## src/rtl/mips_ctrl_pkg.sv

```systemverilog
// Shared definitions for the multicycle MIPS control sequencer: state
// encoding, instruction field constants and datapath select encodings.
package mips_ctrl_pkg;

    typedef enum logic [3:0] {
        ST_FETCH     = 4'd0,
        ST_DECODE    = 4'd1,
        ST_MEM_ADDR  = 4'd2,
        ST_MEM_READ  = 4'd3,
        ST_MEM_WB    = 4'd4,
        ST_MEM_WRITE = 4'd5,
        ST_R_EXEC    = 4'd6,
        ST_R_WB      = 4'd7,
        ST_BEQ       = 4'd8,
        ST_BMEM_READ = 4'd9,
        ST_BMEM_CMP  = 4'd10,
        ST_JMEM_READ = 4'd11,
        ST_JMEM_JUMP = 4'd12,
        ST_TRAP      = 4'd13
    } state_t;

    // Opcode field IR[31:26]
    localparam logic [5:0] OP_RTYPE = 6'b000000;
    localparam logic [5:0] OP_LW    = 6'b100011;
    localparam logic [5:0] OP_SW    = 6'b101011;
    localparam logic [5:0] OP_BEQ   = 6'b000100;
    localparam logic [5:0] OP_BMEM  = 6'b010100;

    // R-type funct field IR[5:0] values that change sequencing
    localparam logic [5:0] FN_JMEM    = 6'b101101;
    localparam logic [5:0] FN_PCTOREG = 6'b010110;

    // ALU operation select
    localparam logic [1:0] ALU_ADD   = 2'b00;
    localparam logic [1:0] ALU_SUB   = 2'b01;
    localparam logic [1:0] ALU_FUNCT = 2'b10;

    // ALU B operand select
    localparam logic [1:0] SRCB_B      = 2'b00;
    localparam logic [1:0] SRCB_FOUR   = 2'b01;
    localparam logic [1:0] SRCB_IMM    = 2'b10;
    localparam logic [1:0] SRCB_IMM_SH = 2'b11;

    // Next-PC source select
    localparam logic [1:0] PCSRC_ALU    = 2'b00;
    localparam logic [1:0] PCSRC_ALUOUT = 2'b01;
    localparam logic [1:0] PCSRC_MDR    = 2'b10;

    // Every control output in one bundle so reset gating is a single mux
    typedef struct packed {
        logic       mem_read;
        logic       mem_write;
        logic       iord;
        logic       ir_write;
        logic       pc_write;
        logic       pc_write_cond;
        logic       reg_dst;
        logic       reg_write;
        logic       mem_to_reg;
        logic       pc_to_reg;
        logic       alu_src_a;
        logic [1:0] alu_src_b;
        logic [1:0] alu_op;
        logic [1:0] pc_source;
        logic       instr_done;
        logic       trap;
    } ctrl_t;

    // States that hold the shared memory port and wait on mem_ready
    function automatic logic is_access_state(input state_t s);
        return (s == ST_FETCH) || (s == ST_MEM_READ) || (s == ST_MEM_WRITE) ||
               (s == ST_BMEM_READ) || (s == ST_JMEM_READ);
    endfunction

endpackage

```

## src/rtl/mem_wait_timer.sv

```systemverilog
// Counts cycles spent waiting on the memory handshake and flags when the
// wait has reached the timeout limit.
module mem_wait_timer #(
    parameter int MEM_TIMEOUT = 255
) (
    input  logic clk,
    input  logic rst_n,
    input  logic clear,
    input  logic waiting,
    output logic expired
);

    localparam int CW = $clog2(MEM_TIMEOUT + 1);

    logic [CW-1:0] count_reg;

    // Restart on clear, count wait cycles, hold once the limit is reached
    always_ff @(posedge clk or negedge rst_n) begin
        if (!rst_n) begin
            count_reg <= '0;
        end else if (clear) begin
            count_reg <= '0;
        end else if (waiting && !expired) begin
            count_reg <= count_reg + 1'b1;
        end
    end

    assign expired = (count_reg == CW'(MEM_TIMEOUT));

endmodule

```

## src/rtl/multicycle_control.sv

```systemverilog
// Multicycle MIPS control FSM: sequences fetch/decode/execute/memory/
// writeback over a shared memory port, with a sticky trap on illegal
// opcodes and memory timeouts.
module multicycle_control
    import mips_ctrl_pkg::*;
#(
    parameter int MEM_TIMEOUT = 255
) (
    input  logic       clk,
    input  logic       rst_n,
    input  logic [5:0] opcode,
    input  logic [5:0] funct,
    input  logic       zero,
    input  logic       mem_ready,
    output logic       mem_read,
    output logic       mem_write,
    output logic       iord,
    output logic       ir_write,
    output logic       pc_write,
    output logic       pc_write_cond,
    output logic       reg_dst,
    output logic       reg_write,
    output logic       mem_to_reg,
    output logic       pc_to_reg,
    output logic       alu_src_a,
    output logic [1:0] alu_src_b,
    output logic [1:0] alu_op,
    output logic [1:0] pc_source,
    output logic       instr_done,
    output logic       trap
);

    state_t state_reg;
    state_t state_next;
    ctrl_t  ctrl;
    ctrl_t  ctrl_out;
    logic   timer_expired;
    logic   in_access;

    // The branch decision on zero is taken in the datapath via pc_write_cond
    logic unused_zero;
    assign unused_zero = zero;

    assign in_access = is_access_state(state_reg);

    // Non-access states hold the timer at zero, so it starts fresh on entry
    mem_wait_timer #(.MEM_TIMEOUT(MEM_TIMEOUT)) u_timer (
        .clk     (clk),
        .rst_n   (rst_n),
        .clear   (!in_access),
        .waiting (in_access && !mem_ready),
        .expired (timer_expired)
    );

    // State register
    always_ff @(posedge clk or negedge rst_n) begin
        if (!rst_n) begin
            state_reg <= ST_FETCH;
        end else begin
            state_reg <= state_next;
        end
    end

    // Next-state and state-decoded controls; mem_ready beats a same-cycle timeout
    always_comb begin
        state_next = state_reg;
        ctrl       = '0;
        unique case (state_reg)
            ST_FETCH: begin
                ctrl.mem_read  = 1'b1;
                ctrl.alu_src_b = SRCB_FOUR;
                ctrl.alu_op    = ALU_ADD;
                ctrl.ir_write  = mem_ready;
                ctrl.pc_write  = mem_ready;
                if (mem_ready)          state_next = ST_DECODE;
                else if (timer_expired) state_next = ST_TRAP;
            end
            ST_DECODE: begin
                ctrl.alu_src_b = SRCB_IMM_SH;
                ctrl.alu_op    = ALU_ADD;
                if (opcode == OP_LW || opcode == OP_SW || opcode == OP_BMEM)
                    state_next = ST_MEM_ADDR;
                else if (opcode == OP_RTYPE && funct == FN_JMEM)
                    state_next = ST_JMEM_READ;
                else if (opcode == OP_RTYPE)
                    state_next = ST_R_EXEC;
                else if (opcode == OP_BEQ)
                    state_next = ST_BEQ;
                else
                    state_next = ST_TRAP;
            end
            ST_MEM_ADDR: begin
                ctrl.alu_src_a = 1'b1;
                ctrl.alu_src_b = SRCB_IMM;
                ctrl.alu_op    = ALU_ADD;
                if (opcode == OP_LW)        state_next = ST_MEM_READ;
                else if (opcode == OP_SW)   state_next = ST_MEM_WRITE;
                else if (opcode == OP_BMEM) state_next = ST_BMEM_READ;
                else                        state_next = ST_TRAP;
            end
            ST_MEM_READ, ST_BMEM_READ: begin
                ctrl.mem_read = 1'b1;
                ctrl.iord     = 1'b1;
                if (mem_ready)
                    state_next = (state_reg == ST_MEM_READ) ? ST_MEM_WB : ST_BMEM_CMP;
                else if (timer_expired)
                    state_next = ST_TRAP;
            end
            ST_MEM_WB: begin
                ctrl.reg_write  = 1'b1;
                ctrl.mem_to_reg = 1'b1;
                ctrl.instr_done = 1'b1;
                state_next      = ST_FETCH;
            end
            ST_MEM_WRITE: begin
                ctrl.mem_write  = 1'b1;
                ctrl.iord       = 1'b1;
                ctrl.instr_done = mem_ready;
                if (mem_ready)          state_next = ST_FETCH;
                else if (timer_expired) state_next = ST_TRAP;
            end
            ST_R_EXEC: begin
                ctrl.alu_src_a = 1'b1;
                ctrl.alu_src_b = SRCB_B;
                ctrl.alu_op    = ALU_FUNCT;
                state_next     = ST_R_WB;
            end
            ST_R_WB: begin
                ctrl.reg_write  = 1'b1;
                ctrl.reg_dst    = 1'b1;
                ctrl.pc_to_reg  = (funct == FN_PCTOREG);
                ctrl.instr_done = 1'b1;
                state_next      = ST_FETCH;
            end
            ST_BEQ, ST_BMEM_CMP: begin
                ctrl.alu_src_a     = 1'b1;
                ctrl.alu_src_b     = SRCB_B;
                ctrl.alu_op        = ALU_SUB;
                ctrl.pc_write_cond = 1'b1;
                ctrl.pc_source     = PCSRC_ALUOUT;
                ctrl.instr_done    = 1'b1;
                state_next         = ST_FETCH;
            end
            ST_JMEM_READ: begin
                ctrl.mem_read  = 1'b1;
                ctrl.iord      = 1'b1;
                ctrl.alu_src_a = 1'b1;
                ctrl.alu_src_b = SRCB_B;
                if (mem_ready)          state_next = ST_JMEM_JUMP;
                else if (timer_expired) state_next = ST_TRAP;
            end
            ST_JMEM_JUMP: begin
                ctrl.pc_write   = 1'b1;
                ctrl.pc_source  = PCSRC_MDR;
                ctrl.instr_done = 1'b1;
                state_next      = ST_FETCH;
            end
            ST_TRAP: begin
                ctrl.trap = 1'b1;
            end
            default: begin
                state_next = ST_TRAP;
            end
        endcase
    end

    // Reset forces every control low immediately, even mid-access
    assign ctrl_out = rst_n ? ctrl : '0;

    assign mem_read      = ctrl_out.mem_read;
    assign mem_write     = ctrl_out.mem_write;
    assign iord          = ctrl_out.iord;
    assign ir_write      = ctrl_out.ir_write;
    assign pc_write      = ctrl_out.pc_write;
    assign pc_write_cond = ctrl_out.pc_write_cond;
    assign reg_dst       = ctrl_out.reg_dst;
    assign reg_write     = ctrl_out.reg_write;
    assign mem_to_reg    = ctrl_out.mem_to_reg;
    assign pc_to_reg     = ctrl_out.pc_to_reg;
    assign alu_src_a     = ctrl_out.alu_src_a;
    assign alu_src_b     = ctrl_out.alu_src_b;
    assign alu_op        = ctrl_out.alu_op;
    assign pc_source     = ctrl_out.pc_source;
    assign instr_done    = ctrl_out.instr_done;
    assign trap          = ctrl_out.trap;

endmodule
```

## config.mk

```make
export PLATFORM = sky130hd
export DESIGN_NAME = multicycle_control
export DESIGN_NICKNAME = d
export VERILOG_FILES = /design/src/rtl/mips_ctrl_pkg.sv /design/src/rtl/mem_wait_timer.sv /design/src/rtl/multicycle_control.sv
export SDC_FILE = /design/constraint.sdc
export NUM_CORES = 1
export LEC_CHECK = 0
export CORE_MARGIN = 2
export CORE_UTILIZATION = 50
export CTS_CLUSTER_DIAMETER = 60
export CTS_CLUSTER_SIZE = 16
export DETAILED_ROUTE_END_ITERATION = 8
export PLACE_DENSITY = 0.88
export SYNTH_ARGS = -nofsm -noshare
export SYNTH_HDL_FRONTEND = slang
export SYNTH_SLANG_ARGS = --single-unit
```

## constraint.sdc

```tcl
create_clock -name clk -period 2.7 [get_ports clk]
set_input_delay 0.405 -clock clk [delete_from_list [all_inputs] [get_ports clk]]
set_output_delay 0.405 -clock clk [all_outputs]
set_load 0.05 [all_outputs]
```

## Word level (Yosys, flattened, before mapping)

Cells that the tools add are included.

| operators by class | value |
|---|---|
| add/subtract/negate cells | 1 |
| eq/ne operators | 21 |
| muxes and demuxes | 33 |
| reduce and logical (&&, ||, !) cells | 20 |

Operators by type and width:

| kind | count |
|---|---|
| $mux W4 | 11 |
| $pmux W4 S9 | 1 |
| $eq A4 B4 Y1 const B | 6 |
| $mux W19 | 1 |
| $eq A6 B6 Y1 const B | 3 |
| $eq A4 B3 Y1 const B | 4 |
| $mux W8 | 2 |
| $eq A6 B5 Y1 const B | 2 |
| $mux W1 | 11 |
| $reduce_or A5 Y1 | 2 |
| $add A8 B1 Y8 const B | 1 |
| $eq A4 B2 Y1 const B | 2 |
| $eq A8 B8 Y1 const B | 1 |
| $pmux W2 S2 | 2 |
| $reduce_or A4 Y1 | 2 |
| $eq A6 B3 Y1 const B | 1 |
| $logic_not A6 Y1 | 1 |
| $logic_or A1 B1 Y1 | 6 |
| $mux W3 | 2 |
| $pmux W2 S3 | 1 |
| $reduce_or A2 Y1 | 3 |
| $eq A4 B1 Y1 const B | 1 |
| $logic_not A4 Y1 | 1 |
| $pmux W1 S2 | 2 |
| other kinds (3) | 6 |

| word-level totals | value |
|---|---|
| register bits | 12 |
| input port bits | 16 |
| output and inout bits | 19 |
| word-level logic and storage cells | 77 |

## Longest topological paths before layout

Gate-level depths: netlist (run 1).

| logic depth | value |
|---|---|
| word-level depth | 9 |
| mapped depth | 5 |
| gate-level depth less buffers | 5 |

## By module

Synthesis (run 1) repeated with hierarchy kept, for this count alone.

| unflattened totals | value |
|---|---|
| cells, all modules | 156 |
| area total of the unflattened synthesis | 1204.9 µm² |

Modules (own cells, without submodules):

| module | instances | cells each | area each (µm²) | seq. area each (µm²) |
|---|---|---|---|---|
| multicycle_control | 1 | 109 | 735.7 | 100.1 |
| mem_wait_timer | 1 | 47 | 469.2 | 200.2 |

## Least setup slack after synthesis (run 1)

Ideal clock, no wire load.

| path | value |
|---|---|
| kind | register -> output |
| from | register state_reg[3] |
| to | output pc_to_reg |
| arrival time | 3.235 ns |
| data required time | 2.295 ns |
| slack | -0.940 ns |
| cell stages (with the launch flop) | 5 |
| path buffers | 1 |
| cells stage by stage | dfrtp_1 > clkbuf_1 > nand3b_1 > nor2_1 > nor4b_1 |

| between the ends | value |
|---|---|
| longest elaborated chain between the ends | 3 |

Ends and longest elaborated chain:

| what | RTL line | text |
|---|---|---|
| from (decl) | multicycle_control.sv:33 | `state_t state_reg;` |
| from (signal assigned) | multicycle_control.sv:60 | `state_reg <= state_next;` |
| $eq A4 B3 Y1 | multicycle_control.sv:68 | `unique case (state_reg)` |
| $mux W1 | multicycle_control.sv:68 |  |
| $mux W19 | multicycle_control.sv:168 | `assign ctrl_out = rst_n ? ctrl : '0;` |
| to (decl) | multicycle_control.sv:24 | `output logic pc_to_reg,` |

Every way passes these cells.

## Worst setup path after layout (run 1)

| path | value |
|---|---|
| from | register state_reg[2] |
| to | output pc_to_reg |

Same word-level chain as after synthesis.

==> results of run 1 <==
==> critical path, delay by kind of cell, from the launching register on <==
kind	cells	cell delay, ps
AND/OR/NAND/NOR	3	850
flip-flops	1	640
buffers and inverters	1	180
==> through the flow <==
stage / hold WS, ps / setup slack (ps) / total power [mW] / util / instances
global route: 496 / 180 / 1.63 / 0.783 / 199
CTS: 492 / 349 / 1.53 / 0.783 / 199
floorplan: 109 / 10.6 / 1.00 / - / 142
global placement: 536 / 427 / 1.39 / 0.772 / 196
finish: 489 / 340 / 1.53 / 0.783 / 199
detailed placement: 560 / 358 / 1.42 / 0.772 / 196
==> per-layer routing <==
layer  global-route usage  wire, µm  vias to the layer above
met3               0.0556       201                       13
met5                    0         0                        -
met2                0.442      1580                       60
met1                0.339      1220                      563
met4                0.101        91                        0
li1                     -         -                      591
==> cell usage in the layout, fill, tap and decap left out, types with 3 or more instances in the layout <==
master            n
clkdlybuf4s50_1  14
buf_12           19
nor2_1           18
o21ai_0           4
nand2b_1          4
and4b_1           3
and3_1            6
or3_1             3
nand3_1           8
nand2_1           9
xnor2_1           8
a21oi_1           6
or2_2             3
dfrtp_1          12
clkbuf_4          3
mux2i_1           3
inv_1             6
==> layout make-up <==
| cell class | instances | area (µm²) |
|---|---|---|
| clock buffers | 3 | 22.5 |
| multi-input cells | 115 | 782 |
| repair buffers | 35 | 536 |
| fillers | 159 | 472 |
| flip-flops and latches | 12 | 300 |
| well taps | 28 | 35.0 |
| inverters | 6 | 22.5 |
==> logic make-up after synthesis <==
| logic type | share of synthesized area |
|---|---|
| compound gates | 0.242 |
| xor+xnor | 0.0622 |
| fa+ha+maj | 0.0111 |
| buf+inv | 0.0577 |
| flops | 0.266 |
| mux | 0.0266 |
| simple gates | 0.334 |
==> worst min-delay path by stage <==
stage | endpoint | slack (ps) | cells after the start
finish | state_reg[3] | 490 | 2
floorplan | state_reg[0] | 110 | 0
global placement | u_timer.count_reg[1] | 540 | 2
CTS | u_timer.count_reg[0] | 490 | 2
global route | state_reg[2] | 500 | 2
detailed placement | u_timer.count_reg[6] | 560 | 2
==> power by group through the flow <==
stage | Sequential [mW] | Clock (mW) | Combinational, mW
final | 0.334 | 0.110 | 1.09
after global routing | 0.346 | 0.119 | 1.16
after CTS | 0.330 | 0.111 | 1.09
after detailed placement | 0.334 | 0 | 1.09
after global placement | 0.329 | 0 | 1.06
after floorplan | 0.257 | 0 | 0.747
==> impl_metrics.env, run 1 <==
export IMPL_outcome="finished clean"
export IMPL_yosys_cell_types_count=51
export IMPL_ff2ff_path_depth=5
export IMPL_r2r_setup_slack_ps=860
export IMPL_largest_reg_flops=8
export IMPL_synth_most_common_cell="nor2_1"
export IMPL_dpl_cell_area_um2=1680
export IMPL_cts_tree="yes"
export IMPL_path_clk_slew_ps=70
export IMPL_cp_endpoint="pc_to_reg"
export IMPL_layout_min_cycle_time_ps=2360
export IMPL_worst_slew_pin_slew_ps=495
export IMPL_avgSynthCellArea_um2=7.94
export IMPL_path_class="register to output port"
export IMPL_core_area_um2=2170
export IMPL_power_density_nw_per_um2=904
export IMPL_ctsHoldBuffers=0
export IMPL_dr_pass1_iters=4
export IMPL_place_gp_congestion=0.907
export IMPL_start_util=0.520
export IMPL_layout_nets=190
export IMPL_clockPowerShare=0.072
export IMPL_rows=17
export IMPL_clockBufferDepth=2
export IMPL_synth_area_um2=1130
export IMPL_pwr_share_comb=0.711
export IMPL_drt_iter0_drc=35
export IMPL_fin_crit_sh=0.874
export IMPL_finalSetupTns_ps=0
export IMPL_swShare=0.504
export IMPL_ys_top_cells_by_area="dfrtp_1, xnor2_1, nor2_1"
export IMPL_grt_pass1_vias=1211
export IMPL_synthArstFlopShare=1.00
export IMPL_ys_warn_count=0
export IMPL_hold_class="primary input to asynchronous set/reset pin"
export IMPL_wl_per_cell_um=15.5
export IMPL_cp_arrival_ps=1950
export IMPL_cts_resized=0
export IMPL_grt_pass1_wl_um=5390
export IMPL_slew_headroom=0.661
export IMPL_ant_nets=0
export IMPL_synth_cells=142
export IMPL_cts_root_buf="clkbuf_4"
export IMPL_ys_top_cells_by_count="nor2_1, dfrtp_1, nand2_1, nand3_1, xnor2_1"
export IMPL_worstReg2RegStart="u_timer.count_reg[0]"
export IMPL_hold_viol=0
export IMPL_synth_top_area_frac=0.266
export IMPL_yosysTopAreaCell="dfrtp_1"
export IMPL_drive_gt1_frac=0.181
export IMPL_finalSetupViolCount=0
export IMPL_drv_cap=0
export IMPL_postCtsSetupBuffers=0
export IMPL_critical_path_max_fanout=16
export IMPL_seq_area_frac_synth=0.266
export IMPL_drc=0
export IMPL_areaGrowthSynthToFinish_pct=50.6
export IMPL_p_leak_nw=0.665
export IMPL_cp_end_kind="output port"
export IMPL_synth_main_ff_cell="dfrtp_1"
export IMPL_cp_data_required_time_ps=2300
export IMPL_slew_violations=0
export IMPL_grt_usage=0.267
export IMPL_slowest_stage="dfrtp_1"
export IMPL_dieArea_um2=2650
export IMPL_die_h_um=51.5
export IMPL_io_pins=35
export IMPL_num_antenna_cells=0
export IMPL_worstPathCellList="nand3b_1 -> nor2_1 -> nor4b_4 -> buf_12"
export IMPL_worst_setup_path_start_kind="register"
export IMPL_cts_buffers_inserted=3
export IMPL_vias=1227
export IMPL_fmax_ghz=0.424
export IMPL_cp_startpoint="state_reg[2]"
export IMPL_avgViaCountPerCell=6.17
export IMPL_htreeDepth=1
export IMPL_grt_max_degree=22
export IMPL_seq_power_share=0.218
export IMPL_ir_drop_mv=0.570
export IMPL_io_buffers=33
export IMPL_power_internal_uw=762
export IMPL_antenna_found_initial=0
export IMPL_place_hpwl_um=2460
export IMPL_dieWidth_um=51.5
export IMPL_p_sw_uw=773
export IMPL_final_cell_area_um2=1700
export IMPL_synth_fp_nets=159
export IMPL_cpPeakStageDelay_ps=640
export IMPL_finClkSkew_ps=0.516
export IMPL_rsz0062_at_grt="false"
export IMPL_timing_rr_end="u_timer.count_reg[5]"
export IMPL_routed_wl_um=3090
export IMPL_clock_sinks=12
export IMPL_synth_seq_cells=12
export IMPL_grt_overflow_total=0
export IMPL_clk_latency_ps=270
export IMPL_synth_edf_count=0
Note: power is estimated with default switching activity, not from simulation.
==> run 2, diff against run 1 <==
--- a/config.mk
+++ b/config.mk
@@ -10,6 +10,7 @@
 export CTS_CLUSTER_DIAMETER = 60
 export CTS_CLUSTER_SIZE = 16
 export DETAILED_ROUTE_END_ITERATION = 8
+export HOLD_SLACK_MARGIN = 0.12
 export PLACE_DENSITY = 0.88
 export SYNTH_ARGS = -nofsm -noshare
 export SYNTH_HDL_FRONTEND = slang
==> results of run 2 <==
The final DEF is identical to that of run 1; final timing and power are the same.
==> run 3, diff against run 2 <==
--- a/config.mk
+++ b/config.mk
@@ -11,7 +11,7 @@
 export CTS_CLUSTER_SIZE = 16
 export DETAILED_ROUTE_END_ITERATION = 8
 export HOLD_SLACK_MARGIN = 0.12
-export PLACE_DENSITY = 0.88
+export PLACE_DENSITY_LB_ADDON = 0.3
 export SYNTH_ARGS = -nofsm -noshare
 export SYNTH_HDL_FRONTEND = slang
 export SYNTH_SLANG_ARGS = --single-unit
==> impl_metrics.env, run 3 (synthesis gave the netlist of run 1 again) <==
export IMPL_crit_family="buffers and inverters"
export IMPL_io_buffers=33
export IMPL_layout_setup_ws_ps=247
export IMPL_seqCellArea_um2=300
export IMPL_critical_path_max_fanout=9
export IMPL_grt_pass1_wl_um=5530
export IMPL_layout_min_cycle_time_ps=2450
export IMPL_drv_cap=0
export IMPL_hold_viol=0
export IMPL_place_hpwl_um=2510
export IMPL_swShare=0.497
export IMPL_rows=17
export IMPL_die_h_um=51.5
export IMPL_drive_gt1_frac=0.186
export IMPL_cts_tree="yes"
export IMPL_final_cell_mix="buf_12, nor2_1, clkdlybuf4s50_1"
export IMPL_slew_violations=0
export IMPL_clockPowerShare=0.093
export IMPL_p_leak_nw=0.672
export IMPL_p_sw_uw=782
export IMPL_ir_drop_mv=0.605
export IMPL_largest_reg_flops=8
export IMPL_routed_wl_um=3140
export IMPL_clockBufferDepth=2
export IMPL_cp_startpoint="rst_n"
export IMPL_layout_nets=190
export IMPL_cts_buffers_inserted=3
export IMPL_drc=0
export IMPL_cts_root_buf="clkbuf_4"
export IMPL_dieArea_um2=2650
export IMPL_grt_pass1_vias=1211
export IMPL_hp_start="u_timer.count_reg[5]"
export IMPL_drt_iter0_drc=51
export IMPL_place_gp_congestion=0.891
export IMPL_cpPeakStageDelay_ps=640
export IMPL_finClkSkew_ps=9.70
export IMPL_pre_cts_ws_ps=237
export IMPL_worst_slew_pin_slew_ps=561
export IMPL_fillCellCount=161
export IMPL_ctsHoldBuffers=0
export IMPL_areaGrowthSynthToFinish_pct=51.8
export IMPL_dieWidth_um=51.5
export IMPL_wl_per_cell_um=15.7
export IMPL_slowest_stage="clkdlybuf4s50_1"
export IMPL_dr_pass1_iters=4
export IMPL_vias=1237
export IMPL_finalSetupViolCount=0
export IMPL_power_internal_uw=792
export IMPL_cp_data_required_time_ps=2300
export IMPL_htreeDepth=1
export IMPL_worstReg2RegStart="u_timer.count_reg[0]"
export IMPL_pwr_share_comb=0.694
export IMPL_grt_max_degree=17
export IMPL_cts_resized=0
export IMPL_worstPathCellList="clkdlybuf4s50_1 -> nand3b_1 -> nor2_1 -> nor4b_4 -> buf_12"
export IMPL_slew_headroom=0.616
export IMPL_grt_overflow_total=0
export IMPL_num_antenna_cells=0
export IMPL_worst_setup_path_start_kind="primary input"
export IMPL_stdcell_count=200
export IMPL_clock_sinks=12
export IMPL_power_density_nw_per_um2=919
export IMPL_start_util=0.520
export IMPL_fin_crit_sh=0.908
export IMPL_path_class="primary input to output port"
export IMPL_layout_commonest_cell="buf_12"
export IMPL_grt_usage=0.276
export IMPL_dp_cells=196
export IMPL_power_total_mw=1.57
export IMPL_multi_input_area_um2=782
export IMPL_worst_path_buf_inv=2
export IMPL_antenna_found_initial=0
export IMPL_cp_arrival_ps=2050
export IMPL_path_clk_slew_ps=70
export IMPL_ant_nets=0
export IMPL_seq_power_share=0.213
export IMPL_finalSetupTns_ps=0
export IMPL_core_area_um2=2170
export IMPL_rsz0062_at_grt="false"
export IMPL_r2r_setup_slack_ps=850
export IMPL_cp_end_kind="output port"
export IMPL_hold_class="register to register"
export IMPL_io_pins=35
export IMPL_fmax_ghz=0.408
export IMPL_avgViaCountPerCell=6.19
export IMPL_clk_latency_ps=280
export IMPL_outcome="finished clean"
export IMPL_postCtsSetupBuffers=0
## run 3: cell types whose count changed in the layout (fill, tap and decap cells not counted)
cell / previous run / this run
clkbuf_8: 0 / 1
## run 3: layer usage
metal	part of all wire	GRT usage
met1	0.38	0.322
met5	0	0
met3	0.073	0.0731
met2	0.52	0.489
met4	0.029	0.0789
## run 3: tightest hold or removal path: stages (launching register included)
cell and delay (ps):
dfrtp_1 400, o31ai_1 70, a21oi_1 60
## run 3: per-stage QoR
step | hold slack [ps] | instance area, µm² | utilization
final | 576 | 1710 | 0.789
after global routing | 605 | 1710 | 0.789
after CTS | 579 | 1710 | 0.789
after detailed placement | 561 | 1680 | 0.772
after global placement | 536 | 1680 | 0.772
after floorplan | 109 | 1150 | -
## run 3: final cells by class
class,count,share of cell area
clock buffer,4,0.0212
tap,28,0.0205
inverter,6,0.0132
multi-input combinational,115,0.457
sequential,12,0.175
timing repair buffer,35,0.313
## run 3: path summary, 6_finish.rpt
path / endpoint / cells after the start
min: u_timer.count_reg[5] / 2
min reg2reg: u_timer.count_reg[5] / 2
min in group asynchronous: u_timer.count_reg[6] / 2
max reg2reg: u_timer.count_reg[5] / 5
max in group asynchronous: u_timer.count_reg[7] / 2
max: pc_to_reg / 5
## run 3: power groups by stage
stage / Clock (mW) / Combinational [mW] / Sequential [mW]
2_1_floorplan: 0 / 0.747 / 0.257
3_3_place_gp: 0 / 1.06 / 0.330
3_5_place_dp: 0 / 1.09 / 0.334
4_1_cts: 0.149 / 1.09 / 0.330
5_1_grt: 0.159 / 1.17 / 0.348
6_report: 0.147 / 1.09 / 0.335
